**config.mk**
```make
export PLATFORM = sky130hd
export DESIGN_NAME = apu_mixer
export DESIGN_NICKNAME = d
export VERILOG_FILES = /design/src/rtl/apu_mixer.sv
export SDC_FILE = /design/constraint.sdc
export NUM_CORES = 1
export LEC_CHECK = 0
export CORE_AREA = 2 2 171 173
export CTS_CLUSTER_DIAMETER = 150
export DETAILED_ROUTE_END_ITERATION = 7
export DIE_AREA = 0 0 173 175
export GPL_TIMING_DRIVEN = 1
export MAX_ROUTING_LAYER = met4
export PLACE_DENSITY_LB_ADDON = 0.3
export SYNTH_ARGS = -nofsm -noshare
export SYNTH_HDL_FRONTEND = slang
export SYNTH_SLANG_ARGS = --single-unit
```
**constraint.sdc**
```tcl
create_clock -name apuv_4mhz -period 5.95 [get_ports apuv_4mhz]
set_input_delay 0.8925 -clock apuv_4mhz [delete_from_list [all_inputs] [get_ports apuv_4mhz]]
set_output_delay 0.8925 -clock apuv_4mhz [all_outputs]
set_load 0.03 [all_outputs]
```
**src/rtl/apu_mixer.sv**
```systemverilog
// apu_mixer: four-channel stereo mixer with master volume, PCM and PDM outputs.
//
// Every SAMPLE_DIV cycles a sample FSM captures the channel DAC codes, the
// DAC enables, the NR51 pan bits and the NR50 volumes. It then sums the
// bipolar channel levels into a left and a right accumulator, scales each
// sum by (vol+1), and presents the result on the registered PCM outputs
// together with a one-cycle pcm_valid pulse. A first-order sigma-delta
// modulator per side turns the held PCM value into a PDM bitstream.
//
// Ports:
//   apuv_4mhz            clock, rising edge
//   napu_reset           synchronous active-low reset
//   apu_on               master enable; low silences outputs and holds the divider
//   ch1..ch4_code[3:0]   channel DAC codes
//   dac_en[3:0]          per-channel DAC enable (bit n = channel n+1)
//   lmixer/rmixer[3:0]   left/right pan enables (bit n = channel n+1)
//   lvol/rvol[2:0]       master volume per side
//   left_pcm/right_pcm   signed OUT_W-bit samples
//   pcm_valid            one-cycle strobe when new samples are presented
//   left_pdm/right_pdm   sigma-delta bitstreams
module apu_mixer #(
    parameter int SAMPLE_DIV = 32,
    parameter int OUT_W      = 10
) (
    input  logic             apuv_4mhz,
    input  logic             napu_reset,
    input  logic             apu_on,
    input  logic [3:0]       ch1_code,
    input  logic [3:0]       ch2_code,
    input  logic [3:0]       ch3_code,
    input  logic [3:0]       ch4_code,
    input  logic [3:0]       dac_en,
    input  logic [3:0]       lmixer,
    input  logic [3:0]       rmixer,
    input  logic [2:0]       lvol,
    input  logic [2:0]       rvol,
    output logic [OUT_W-1:0] left_pcm,
    output logic [OUT_W-1:0] right_pcm,
    output logic             pcm_valid,
    output logic             left_pdm,
    output logic             right_pdm
);

    localparam int CNT_W = $clog2(SAMPLE_DIV);
    localparam logic [CNT_W-1:0] CNT_LAST = CNT_W'(SAMPLE_DIV - 1);

    typedef enum logic [2:0] {
        S_IDLE, S_CAP, S_ACC1, S_ACC2, S_ACC3, S_ACC4, S_SCALE, S_OUT
    } state_t;

    // Bipolar DAC level: code 0..15 maps to -15..+15 in steps of 2.
    function automatic logic signed [6:0] dac_level(input logic [3:0] code,
                                                    input logic       en);
        logic signed [6:0] lvl;
        lvl = $signed({2'b00, code, 1'b0}) - 7'sd15;
        return en ? lvl : 7'sd0;
    endfunction

    // acc * (vol+1); |acc| <= 60 and vol+1 <= 8, so the product is exact.
    function automatic logic signed [OUT_W-1:0] scale_vol(input logic signed [6:0] acc,
                                                          input logic [2:0]        vol);
        logic signed [OUT_W-1:0] a;
        logic        [OUT_W-1:0] m;
        a = OUT_W'(acc);
        m = OUT_W'(vol) + OUT_W'(1);
        return a * $signed(m);
    endfunction

    state_t                r_state;
    logic [CNT_W-1:0]      r_cnt;
    logic                  r_on;
    logic [15:0]           r_codes;
    logic [3:0]            r_en;
    logic [3:0]            r_lmix;
    logic [3:0]            r_rmix;
    logic [2:0]            r_lvol;
    logic [2:0]            r_rvol;
    logic signed [6:0]     r_lacc;
    logic signed [6:0]     r_racc;
    logic [9:0]            r_linteg;
    logic [9:0]            r_rinteg;

    logic                  w_strobe;
    logic [1:0]            w_idx;
    logic signed [6:0]     w_d;
    logic [9:0]            w_lu;
    logic [9:0]            w_ru;
    logic [10:0]           w_linteg_nx;
    logic [10:0]           w_rinteg_nx;

    assign w_strobe = r_on && (r_cnt == CNT_LAST);

    // Channel selected by the current accumulate state.
    always_comb begin
        w_idx = 2'd0;
        case (r_state)
            S_ACC2:  w_idx = 2'd1;
            S_ACC3:  w_idx = 2'd2;
            S_ACC4:  w_idx = 2'd3;
            default: w_idx = 2'd0;
        endcase
        w_d = dac_level(r_codes[{w_idx, 2'b00} +: 4], r_en[w_idx]);
    end

    // r_on lags apu_on (and reset release) by one edge and holds the divider
    // at 0 for that edge, so the first strobe lands SAMPLE_DIV cycles after
    // the enable appears.
    always_ff @(posedge apuv_4mhz) begin
        if (!napu_reset) begin
            r_state   <= S_IDLE;
            r_cnt     <= '0;
            r_on      <= 1'b0;
            r_codes   <= '0;
            r_en      <= '0;
            r_lmix    <= '0;
            r_rmix    <= '0;
            r_lvol    <= '0;
            r_rvol    <= '0;
            r_lacc    <= '0;
            r_racc    <= '0;
            left_pcm  <= '0;
            right_pcm <= '0;
            pcm_valid <= 1'b0;
        end else if (!apu_on) begin
            r_on      <= 1'b0;
            r_state   <= S_IDLE;
            r_cnt     <= '0;
            left_pcm  <= '0;
            right_pcm <= '0;
            pcm_valid <= 1'b0;
        end else begin
            r_on      <= 1'b1;
            pcm_valid <= 1'b0;
            if (!r_on || r_cnt == CNT_LAST) r_cnt <= '0;
            else                             r_cnt <= r_cnt + 1'b1;

            case (r_state)
                S_IDLE: if (w_strobe) r_state <= S_CAP;
                // Capture stage: freeze all mixing inputs for this sample.
                S_CAP: begin
                    r_codes <= {ch4_code, ch3_code, ch2_code, ch1_code};
                    r_en    <= dac_en;
                    r_lmix  <= lmixer;
                    r_rmix  <= rmixer;
                    r_lvol  <= lvol;
                    r_rvol  <= rvol;
                    r_lacc  <= '0;
                    r_racc  <= '0;
                    r_state <= S_ACC1;
                end
                // Accumulate stages: one channel per cycle.
                S_ACC1, S_ACC2, S_ACC3, S_ACC4: begin
                    if (r_lmix[w_idx]) r_lacc <= r_lacc + w_d;
                    if (r_rmix[w_idx]) r_racc <= r_racc + w_d;
                    case (r_state)
                        S_ACC1:  r_state <= S_ACC2;
                        S_ACC2:  r_state <= S_ACC3;
                        S_ACC3:  r_state <= S_ACC4;
                        default: r_state <= S_SCALE;
                    endcase
                end
                // Scale stage: outputs and pcm_valid become visible in S_OUT.
                S_SCALE: begin
                    left_pcm  <= scale_vol(r_lacc, r_lvol);
                    right_pcm <= scale_vol(r_racc, r_rvol);
                    pcm_valid <= 1'b1;
                    r_state   <= S_OUT;
                end
                default: r_state <= S_IDLE;
            endcase
        end
    end

    // Offset to unsigned 0..960; the low 10 bits suffice since |pcm| <= 480.
    assign w_lu        = left_pcm[9:0] + 10'd480;
    assign w_ru        = right_pcm[9:0] + 10'd480;
    assign w_linteg_nx = {1'b0, r_linteg} + {1'b0, w_lu};
    assign w_rinteg_nx = {1'b0, r_rinteg} + {1'b0, w_ru};

    // Sigma-delta stage: the integrator carry-out is the PDM bit.
    always_ff @(posedge apuv_4mhz) begin
        if (!napu_reset || !apu_on) begin
            r_linteg  <= '0;
            r_rinteg  <= '0;
            left_pdm  <= 1'b0;
            right_pdm <= 1'b0;
        end else begin
            r_linteg  <= w_linteg_nx[9:0];
            r_rinteg  <= w_rinteg_nx[9:0];
            left_pdm  <= w_linteg_nx[10];
            right_pdm <= w_rinteg_nx[10];
        end
    end

endmodule
```
==> results.yml <==
floorplan:
  dieHeight_microns: 175
  core_sq_um: 28400
  ios: 60
  num_rows: 62
  start_util_pct: 24.7
  chipWidth_microns: 173
  fp.dieArea_sq_um: 30300
min_path:
  hp-class: "flip-flop to flip-flop"
  holdPathStages: 1
clock_tree:
  clock_sinks: 100
  clk_pin_slew_worst_paths_ps: 70
  cts_resized: 0
  cts_setup_buffers: 0
  cts.path.max_buffers: 2
  cts_tree: "done"
  root_buffer: "clkbuf_16"
  h-tree-depth: 3
  postCtsHoldBufs: 0
  clkLatencyLatePin_ps: 350
  cts_buffers: 9
synthesis:
  yosysWarnings: 0
  synthXorXnorAreaFrac_pct: 4.61
  netlist_area_sq_um: 7030
  synth_compound_area_share_pct: 15.7
  synth.mux.area_fraction_pct: 2.26
  syn-num-nets: 960
  synth_ff_type: "dfxtp_1"
  syn_area_per_cell_sq_um: 8.58
  async_reset_ff_share_pct: 0
  synth-edff-count: 0
  synth_cells: 819
  synth_seq_cells: 100
  synth-adder-area-share_pct: 21.5
  synth_top_family_by_area: "adder cells"
  synth_cell_types: 56
  synthSimpleGateAreaFrac_pct: 21.4
  synth_seq_area_share_pct: 28.5
setup_path:
  path_class: "flip-flop to flip-flop"
  endpoint_kind: "flip-flop"
  cpPeakStageDelay_ps: 540
  worstPathArrival_ps: 4500
  cp_slowest_cell: "fa_1"
  cpMostUsedCell: "ha_1"
  ff2ff_path_depth: 15
  crit_family: "adder cells"
  cp_num_cells: 15
  cp_data_required_time_ps: 6240
  cp_max_fo: 12
  start_kind: "flip-flop"
  crit_buf_inv: 2
  path_cells: "ha_1 -> xor2_1 -> and2_1 -> ha_1 -> inv_1 -> fa_1 -> fa_1 -> inv_1 -> ha_1 -> nor2b_1 -> o21ai_0 -> a21oi_1 -> o21ai_0 -> a2111oi_0 -> a211o_1"
pwr:
  p_comb_share_pct: 6.2
  netSwitchingPower_uw: 310
  seqPwrFrac_pct: 49.3
  p_int_mw: 1.06
  swShare_pct: 22.5
  powerDensity_nw_per_um2: 165
  power_frac_clock_pct: 44.5
  vdd_drop_max_mv: 0.132
  power.leakage_nw: 3.38
timing:
  period_share_pct: 70.8
  worst_slew_pin_slew_ps: 980
  finClkSkew_ps: 8.59
  hold_violations: 0
  setup_viol: 0
  min_period_ps: 4210
  max_freq_ghz: 0.237
  relSlewSlack_pct: 34.5
  layout_setup_ws_ps: 1740
  slew_viol_final: 0
  setup_tns_ps: 0
  rsz0062_at_grt: "false"
grt:
  grtUsageTotal_pct: 10.9
  overflow: 0
  grt_pass1_vias: 5296
  grt_max_degree: 59
  grt_pass1_wl_microns: 26400
  antenna_found_initial: 1
layout:
  num-fill-cells: 3091
  multi_input_area_sq_um: 4610
  ff_latch_area_sq_um: 2000
  syn2layout_area_growth_pct: 18.1
  layout-drive-gt1-share_pct: 3.79
  n_antenna_cell: 0
  final_nets: 1006
routing:
  ant_nets: 0
  drtPass1Iterations: 4
  viasPerCell: 4.35
  via_count: 5459
  wl_per_cell_microns: 12.5
  drc: 0
  drt_iter0_drc: 220
  wl_microns: 15700
place:
  dp_worst_setup_slack_ps: 1750
  gp_congestion: 0.784
  post-dp-hpwl_microns: 12000
  port_buffers: 59
flow_run:
  max_cap_viol_count: 0
status:
  status: "complete, no violations"
-- layout by cell type, fill, tap and decap left out, types with 5 or more instances in the layout --
cell type / count
nand3b_1: 8
clkbuf_16: 9
nor2_1: 38
a21oi_1: 38
and2_1: 44
a211oi_1: 12
and3_1: 7
nor3_1: 22
o21ai_0: 18
nor2b_1: 33
inv_1: 74
a21boi_0: 35
ha_1: 76
a21o_1: 10
clkdlybuf4s50_1: 59
or4_1: 5
xor2_1: 13
nand2b_1: 6
o21a_1: 12
fa_1: 28
xnor2_1: 24
buf_4: 5
mux2i_1: 5
dfxtp_1: 100
nand2_1: 116
nand3_1: 8
-- per-layer routing --
| metal | track usage (%) | routed length, microns | vias up |
|---|---|---|---|
| met5 | - | 0 | - |
| met4 | 2.26 | 61 | 0 |
| met3 | 2.24 | 635 | 2 |
| met2 | 16.1 | 6420 | 96 |
| met1 | 15.5 | 8530 | 2500 |
| li1 | - | - | 2861 |
-- flip-flops by register name, indices dropped and copies added, names as in the netlist --
register   flops
r_codes       16
left_pcm      10
r_linteg      10
r_rinteg      10
right_pcm     10
r_lacc         7
r_racc         7
r_cnt          5
r_en           4
r_lmix         4
r_rmix         4
r_lvol         3
r_rvol         3
r_state        3
left_pdm       1
pcm_valid      1
r_on           1
right_pdm      1
-- path summary, 6_finish.rpt --
path	start	end	slack, ps
worst max-delay path	r_rvol[0]	right_pcm[8]	1740
worst min-delay path	r_cnt[0]	r_cnt[0]	460
worst max register to register	r_rvol[0]	right_pcm[8]	1740
worst min register to register	r_cnt[0]	r_cnt[0]	460
-- stage by stage --
stage | area [sq um] | hold slack [ps] | power [mW] | instances | util, %
after floorplan | 7030 | 418 | 0.741 | 819 | -
after global placement | 8000 | 435 | 0.778 | 1238 | 28.2
after detailed placement | 8000 | 443 | 0.778 | 1238 | 28.2
after CTS | 8300 | 460 | 1.40 | 1254 | 29.2
after global routing | 8300 | 490 | 1.44 | 1254 | 29.2
final | 8300 | 457 | 1.37 | 1254 | 29.2
-- worst reg2reg max path: stages (launching register included) --
cell and delay [ps]:
dfxtp_1 530, ha_1 260, xor2_1 360, and2_1 190, ha_1 220, inv_1 80
fa_1 410, fa_1 540, inv_1 40, ha_1 320, nor2b_1 190, o21ai_0 120
a21oi_1 180, o21ai_0 110, a2111oi_0 450, a211o_1 150
-- synth_stat cells, drive strengths merged (7+ instances only) --
cell type  instances  area share, %
dfxtp            100             28
nor3              22            1.6
xor2              13            1.6
and2              44            3.9
inv               74            4.0
nor2              39            2.1
a211oi            12            1.3
buf               10           0.94
xnor2             24            3.0
nand3b             8           0.85
a21oi             38            2.7
nand2            116            6.2
a21boi            38            4.1
fa                28            8.0
a21o              11            1.2
and3               7           0.62
nor2b             33            2.9
o21a              13            1.4
clkbuf            19            1.0
o21ai             24            1.9
nand3              8           0.57
ha                76             14
-- layout make-up --
| class | instances | share of cell area (%) |
|---|---|---|
| flip-flops and latches | 100 | 24.1 |
| clock inverters | 4 | 0.678 |
| repair buffers | 64 | 7.57 |
| clock buffers | 12 | 2.97 |
| multi-input cells | 615 | 55.5 |
| inverters | 75 | 3.39 |
| well taps | 384 | 5.79 |
-- power by group through the flow --
stage	clock network [mW]	logic (mW)	registers (mW)
after floorplan	0	0.0484	0.692
after global placement	0	0.0853	0.692
after detailed placement	0	0.0858	0.692
after CTS	0.633	0.0863	0.676
after global routing	0.666	0.0947	0.677
final	0.612	0.0851	0.677
-- cell families after synthesis --
family          Yosys count
simple gates            303
xor+xnor                 37
compound gates          161
mux                      10
buf+inv                 104
fa+ha+maj               104
flops                   100
(Power assumes the default switching activity.)
